## config.mk

```make
export PLATFORM = sky130hd
export DESIGN_NAME = ship_lock_ctrl
export DESIGN_NICKNAME = d
export VERILOG_FILES = /design/src/rtl/ship_lock_ctrl_pkg.sv /design/src/rtl/ship_lock_ctrl_down_timer.sv /design/src/rtl/ship_lock_ctrl.sv
export SDC_FILE = /design/constraint.sdc
export NUM_CORES = 1
export LEC_CHECK = 0
export ABC_CLOCK_PERIOD_IN_PS = 5250
export CAP_MARGIN = 10
export CORE_MARGIN = 1.5
export CORE_UTILIZATION = 60
export DETAILED_ROUTE_END_ITERATION = 8
export GPL_TIMING_DRIVEN = 1
export PLACE_DENSITY = 0.85
export SLEW_MARGIN = 10
export SYNTH_ARGS = -nofsm -noshare
export SYNTH_HDL_FRONTEND = slang
export SYNTH_SLANG_ARGS = --single-unit
```

## constraint.sdc

```tcl
create_clock -name pclk -period 5.25 [get_ports pclk]
set_input_delay 0.525 -clock pclk [delete_from_list [all_inputs] [get_ports pclk]]
set_output_delay 0.525 -clock pclk [all_outputs]
set_load 0.005 [all_outputs]
```

## src/rtl/ship_lock_ctrl_pkg.sv

```systemverilog
// Shared definitions for the ship damage/lock controller.
// State encoding is fixed so ship control and display blocks can decode it.
package ship_lock_ctrl_pkg;

    localparam int ST_W = 2;

    typedef enum logic [ST_W-1:0] {
        ST_ALIVE  = 2'd0,
        ST_INVULN = 2'd1,
        ST_LOCKED = 2'd2
    } ship_state_e;

endpackage : ship_lock_ctrl_pkg

```

## src/rtl/ship_lock_ctrl_down_timer.sv

```systemverilog
// down_timer: loadable down counter that stops at zero.
// A load has priority over a decrement; zero reflects the stored count.
module down_timer #(
    parameter int TMR_W = 27
) (
    input  logic             clk,
    input  logic             rst,
    input  logic             load,
    input  logic [TMR_W-1:0] load_val,
    input  logic             en,
    output logic [TMR_W-1:0] cnt,
    output logic             zero
);

    logic [TMR_W-1:0] cnt_q;
    logic [TMR_W-1:0] cnt_d;

    // Next count: load wins, otherwise count down while enabled and non-zero.
    always_comb begin
        cnt_d = cnt_q;
        if (load) begin
            cnt_d = load_val;
        end else if (en && (cnt_q != '0)) begin
            cnt_d = cnt_q - TMR_W'(1);
        end
    end

    // Count register, cleared by reset.
    always_ff @(posedge clk) begin
        if (rst) begin
            cnt_q <= '0;
        end else begin
            cnt_q <= cnt_d;
        end
    end

    assign cnt  = cnt_q;
    assign zero = (cnt_q == '0);

endmodule : down_timer

```

## src/rtl/ship_lock_ctrl.sv

```systemverilog
// ship_lock_ctrl: counts hits, locks the ship after N of them, opens an
// invulnerability window after each non-fatal hit and restores on revive.
// Optional build macro SHIP_LOCK_REGEN_EN: while ALIVE with damage, every
// REGEN_CYCLES consecutive hit-free cycles heal one hit.
module ship_lock_ctrl
    import ship_lock_ctrl_pkg::*;
#(
    parameter int CNT_W         = 4,
    parameter int N             = 3,
    parameter int INVULN_CYCLES = 16,
    parameter int TMR_W         = 27,
    parameter int REGEN_CYCLES  = 64
) (
    input  logic             pclk,
    input  logic             rst,
    input  logic             hit,
    input  logic             revive,
    output logic             unlocked_signal,
    output logic [CNT_W-1:0] hit_counter,
    output logic             invuln
);

    localparam logic [CNT_W-1:0] N_L      = CNT_W'(N);
    localparam logic [TMR_W-1:0] INV_LOAD =
        (INVULN_CYCLES > 0) ? TMR_W'(INVULN_CYCLES - 1) : '0;
    localparam logic [TMR_W-1:0] REGEN_LOAD =
        (REGEN_CYCLES > 0) ? TMR_W'(REGEN_CYCLES - 1) : '0;
    localparam bit HAS_WINDOW = (INVULN_CYCLES > 0);

    ship_state_e      state_q, state_d;
    logic [CNT_W-1:0] cnt_q, cnt_d;
    logic             unlocked_q, unlocked_d;
    logic             invuln_q, invuln_d;

    // Invulnerability window timer controls
    logic             inv_load;
    logic [TMR_W-1:0] inv_load_val;
    logic             inv_en;
    logic             inv_zero;
    logic [TMR_W-1:0] inv_cnt_unused;

    down_timer #(
        .TMR_W (TMR_W)
    ) u_inv_timer (
        .clk      (pclk),
        .rst      (rst),
        .load     (inv_load),
        .load_val (inv_load_val),
        .en       (inv_en),
        .cnt      (inv_cnt_unused),
        .zero     (inv_zero)
    );

`ifdef SHIP_LOCK_REGEN_EN
    // Regen timer: counts hit-free ALIVE cycles while damaged; held at its
    // reload value whenever it is not running so each run starts fresh.
    logic             regen_run;
    logic             regen_load;
    logic             regen_zero;
    logic [TMR_W-1:0] regen_cnt_unused;

    // Regen runs only in ALIVE with damage and no hit/revive this cycle.
    always_comb begin
        regen_run  = (state_q == ST_ALIVE) && (cnt_q != '0) && !hit && !revive;
        regen_load = !regen_run || regen_zero;
    end

    down_timer #(
        .TMR_W (TMR_W)
    ) u_regen_timer (
        .clk      (pclk),
        .rst      (rst),
        .load     (regen_load),
        .load_val (REGEN_LOAD),
        .en       (regen_run),
        .cnt      (regen_cnt_unused),
        .zero     (regen_zero)
    );
`else
    // REGEN_CYCLES has no effect in this build.
    logic [TMR_W-1:0] regen_load_unused;
    assign regen_load_unused = REGEN_LOAD;
`endif

    // FSM and hit counter next-state; revive overrides everything.
    always_comb begin
        state_d      = state_q;
        cnt_d        = cnt_q;
        inv_load     = 1'b0;
        inv_load_val = '0;
        inv_en       = 1'b0;

        if (revive) begin
            state_d      = ST_ALIVE;
            cnt_d        = '0;
            inv_load     = 1'b1;
            inv_load_val = '0;
        end else begin
            case (state_q)
                ST_ALIVE: begin
                    if (hit) begin
                        cnt_d = (&cnt_q) ? cnt_q : (cnt_q + CNT_W'(1));
                        if (cnt_d >= N_L) begin
                            state_d = ST_LOCKED;
                        end else if (HAS_WINDOW) begin
                            state_d      = ST_INVULN;
                            inv_load     = 1'b1;
                            inv_load_val = INV_LOAD;
                        end
                    end
`ifdef SHIP_LOCK_REGEN_EN
                    else if (regen_run && regen_zero) begin
                        cnt_d = cnt_q - CNT_W'(1);
                    end
`endif
                end
                ST_INVULN: begin
                    // Hits are ignored; the timer reaching zero ends the window.
                    inv_en = 1'b1;
                    if (inv_zero) begin
                        state_d = ST_ALIVE;
                    end
                end
                ST_LOCKED: begin
                    state_d = ST_LOCKED;
                end
                default: begin
                    state_d = ST_ALIVE;
                end
            endcase
        end

        unlocked_d = (cnt_d < N_L);
        invuln_d   = (state_d == ST_INVULN);
    end

    // State, counter and registered outputs.
    always_ff @(posedge pclk) begin
        if (rst) begin
            state_q    <= ST_ALIVE;
            cnt_q      <= '0;
            unlocked_q <= 1'b0;
            invuln_q   <= 1'b0;
        end else begin
            state_q    <= state_d;
            cnt_q      <= cnt_d;
            unlocked_q <= unlocked_d;
            invuln_q   <= invuln_d;
        end
    end

    assign unlocked_signal = unlocked_q;
    assign hit_counter     = cnt_q;
    assign invuln          = invuln_q;

endmodule : ship_lock_ctrl

```

==> results.cfg <==
[outcome]
run_status = finished clean

[synth]
synth_nets = 217
postSynth.asyncResetShare_pct = 0
synth.mux.area_fraction_pct = 1.08
number_of_flops_mapped_to_enable_cells_by_yosys = 0
synth.distinct_cells = 47
synth.avg_cell_area_um2 = 8.82
synth_compound_gate_area_share_pct = 21.1
synth-simple-area-share_pct = 28.7
yosysSeqAreaShare_pct = 37.8
yosys.area_share.adder_pct = 2.03
ys_seq_elements = 35
synth_ff_type = sky130_fd_sc_hd__dfxtp_1
combinational_family_with_the_most_area_after_synthesis = simple AND/OR/NAND/NOR gates
synth.yosys.warnings = 0
synth.cell_area_um2 = 1850
xor_xnor_portion_of_the_synthesized_cell_area_pct = 6.08
gate_count_post_synth = 210

[timing]
setup_ws_ns = 2.29
fmaxAchievable_mhz = 338
final-hold-violation-count = 0
setup_failing_eps_final = 0
final_min_period_over_clock_period_pct = 56.4
rsz0062_at_grt = false
final.min_clock_period_ns = 2.96
worstMarginPinSlew_ns = 0.948
relSlewSlack_pct = 36.7
fin_tns_setup_ns = 0
finalClockSkew_ns = 0.00945
number_of_max_slew_violations_in_the_final_report = 0

[worst_setup_path]
timing.critical_path.slowest_stage_cell = sky130_fd_sc_hd__nand2b_1
r2r_cells = 4
start_kind = input pin
crit_path_end_kind = flip-flop
cp_slowest_stage_delay_ns = 0.78
critical-path-top-delay-family = simple AND/OR/NAND/NOR gates
reg2reg_setup_slack_ns = 2.61
rr_startpoint = state_q[1]
crit_path_max_fanout = 21
cp.arrival_ns = 3.16
timing.critical_path.from = hit
critical_path_depth = 5
worst-path-buf-inv = 1
setup.worst_path.class = in -> reg
crit_required_ns = 5.45
crit_path_cell_trace = clkdlybuf4s50_1 -> nor3b_1 -> nand3_1 -> nand2b_1 -> nor2_1
crit_end = u_inv_timer.cnt[13]
r2r-end = u_inv_timer.cnt[13]

[worst_hold_path]
worstHoldPathCells = 1
hold_path.class = reg -> reg

[drt]
ant_nets = 0
drt_pass1_iterations = 5
detail_route.wirelength_um = 3830
detail_route.wl_per_cell_um = 15.3
avgViaCountPerCell = 6.45
drt_drc_violations_left = 0
dr_iter_0_viols = 89
detailroute.via_count = 1620

[layout]
diodes = 0
layout.cells.most_common_list = sky130_fd_sc_hd__dfxtp_1 (35), sky130_fd_sc_hd__a21oi_1 (19), sky130_fd_sc_hd__nor2_1 (18)
final_stage_net_count = 226
final_common_cell = sky130_fd_sc_hd__dfxtp_1
finalInstanceArea_um2 = 1990
num-fill-cells = 247
syn2layout_area_growth_pct = 7.37
share_of_cells_above_drive_strength_1_pct = 11.4

[power_and_ir_drop]
net_switching_fraction_of_the_power_pct = 30.5
pwr-share-clk_pct = 26.5
comb_power_share_pct = 20.8
share_seq_of_total_power_pct = 52.8
report.power.total_mw = 0.528
internal_power_mw = 0.367
power.ir.vdd_worst_uv = 189
p_leak_nw = 0.710
power_density_nw_per_um2 = 266
total_switching_power_mw = 0.161

[floorplan]
dieArea_um2 = 3430
row_count = 19
die_height_um = 58.6
floorplan.io_pins = 10
initial_utilization_pct = 64.9
fp.coreArea_um2 = 2850
die_x_um = 58.6

[grt]
overflow_left_after_global_routing = 0
antenna_found_initial = 0
grt_first_pass_wirelength_um = 6420
grt_use_total_pct = 25.1
grt_pass1_vias = 1547
grt_start_max_net_pins = 22

[cts]
post_cts_resized = 0
cts_setup_buffers = 0
cts_buffer_count = 5
clockRootBuffer = sky130_fd_sc_hd__clkbuf_4
cts.path.max_buffers = 2
htreeDepth = 2
cts.sinks = 35
insertion_delay_ns = 0.35
holdBufCountCts = 0
cts.clk_slew.worst_paths_ns = 0.10
cts_tree = done

[placement]
placed_area_um2 = 1940
hpwlAfterDp_um = 2760
routabilityCongestion = 0.805
place_ws_ns = 1.99
portBuffers = 9

[flow_run]
maxCapViolations = 0
-- sequential cells by signal, indices dropped and copies added (netlist names) --
name	cells
u_inv_timer.cnt	27
hit_counter	4
state_q	2
invuln	1
unlocked_signal	1
-- power by group through the flow --
stage / Combinational (mW) / Sequential (mW) / Clock [mW]
floorplan: 0.0900 / 0.283 / 0
global placement: 0.104 / 0.284 / 0
finish: 0.110 / 0.279 / 0.140
CTS: 0.108 / 0.279 / 0.143
detailed placement: 0.108 / 0.285 / 0
global route: 0.119 / 0.280 / 0.157
-- cell usage after synthesis (3+ instances only) --
| master | n | area share [%] |
|---|---|---|
| sky130_fd_sc_hd__a21oi_2 | 3 | 1.4 |
| sky130_fd_sc_hd__a31oi_1 | 5 | 1.7 |
| sky130_fd_sc_hd__clkbuf_1 | 3 | 0.61 |
| sky130_fd_sc_hd__nand3_1 | 6 | 1.6 |
| sky130_fd_sc_hd__or2_2 | 8 | 2.7 |
| sky130_fd_sc_hd__nor3_1 | 5 | 1.4 |
| sky130_fd_sc_hd__nor4_1 | 6 | 2.0 |
| sky130_fd_sc_hd__or3_1 | 11 | 3.7 |
| sky130_fd_sc_hd__ha_1 | 3 | 2.0 |
| sky130_fd_sc_hd__a21oi_1 | 19 | 5.1 |
| sky130_fd_sc_hd__xor2_1 | 5 | 2.4 |
| sky130_fd_sc_hd__nand2b_1 | 5 | 1.7 |
| sky130_fd_sc_hd__or4_1 | 9 | 3.6 |
| sky130_fd_sc_hd__xnor2_1 | 6 | 2.8 |
| sky130_fd_sc_hd__nor2_1 | 18 | 3.6 |
| sky130_fd_sc_hd__o31ai_1 | 4 | 1.6 |
| sky130_fd_sc_hd__inv_1 | 4 | 0.81 |
| sky130_fd_sc_hd__nand2_1 | 10 | 2.0 |
| sky130_fd_sc_hd__o21ai_0 | 5 | 1.4 |
| sky130_fd_sc_hd__o21ai_1 | 5 | 1.4 |
| sky130_fd_sc_hd__dfxtp_1 | 35 | 38 |
| sky130_fd_sc_hd__a2111oi_0 | 3 | 1.4 |
-- cell type report --
type | instances | area (um2) | area share (%)
multi-input combinational | 164 | 1090 | 55.0
sequential | 35 | 701 | 35.2
timing repair buffer | 9 | 90.1 | 4.53
clock buffer | 7 | 45.0 | 2.27
tap | 31 | 38.8 | 1.95
inverter | 4 | 15.0 | 0.755
clock inverter | 1 | 5.00 | 0.252
-- per-stage QoR --
step	instances	util [%]	hold WS, ns
floorplan	210	-	0.416
global placement	243	67.9	0.434
detailed placement	243	67.9	0.442
CTS	251	69.7	0.456
global route	251	69.7	0.469
finish	251	69.7	0.465
-- worst reg2reg max path, cell delays in order, from the launching register on --
cell and delay [ns]:
sky130_fd_sc_hd__dfxtp_1 0.34, sky130_fd_sc_hd__nor3b_1 0.77, sky130_fd_sc_hd__nand3_1 0.46, sky130_fd_sc_hd__nand2b_1 0.78
sky130_fd_sc_hd__nor2_1 0.14
-- how the worst min path moves through the flow --
stage               startpoint          to  slack, ns
global placement    state_q[0]  state_q[1]       0.43
floorplan           state_q[0]  state_q[1]       0.42
CTS                 state_q[0]  state_q[1]       0.46
global route        state_q[0]  state_q[1]       0.47
detailed placement  state_q[0]  state_q[1]       0.44
finish              state_q[0]  state_q[1]       0.47
-- logic make-up after synthesis --
logic type	after synthesis
AND/OR/NAND/NOR	91
XOR/XNOR	12
flip-flops	35
buffers and inverters	11
adder cells (fa/ha/maj)	3
AO/OA/AOI/OAI	56
multiplexers	2
-- per-layer routing --
| metal | wire length [um] | track usage [%] | vias to the layer above | share of wire, % |
|---|---|---|---|---|
| met3 | 166 | 10.1 | 5 | 4.3 |
| met2 | 1820 | 40.8 | 38 | 48 |
| met1 | 1790 | 28.6 | 769 | 47 |
| met4 | 51 | 12.0 | 0 | 1.3 |
| li1 | - | - | 808 | - |
| met5 | 0 | 0 | - | 0 |
No activity file was read; power rests on OpenSTA's default activity.
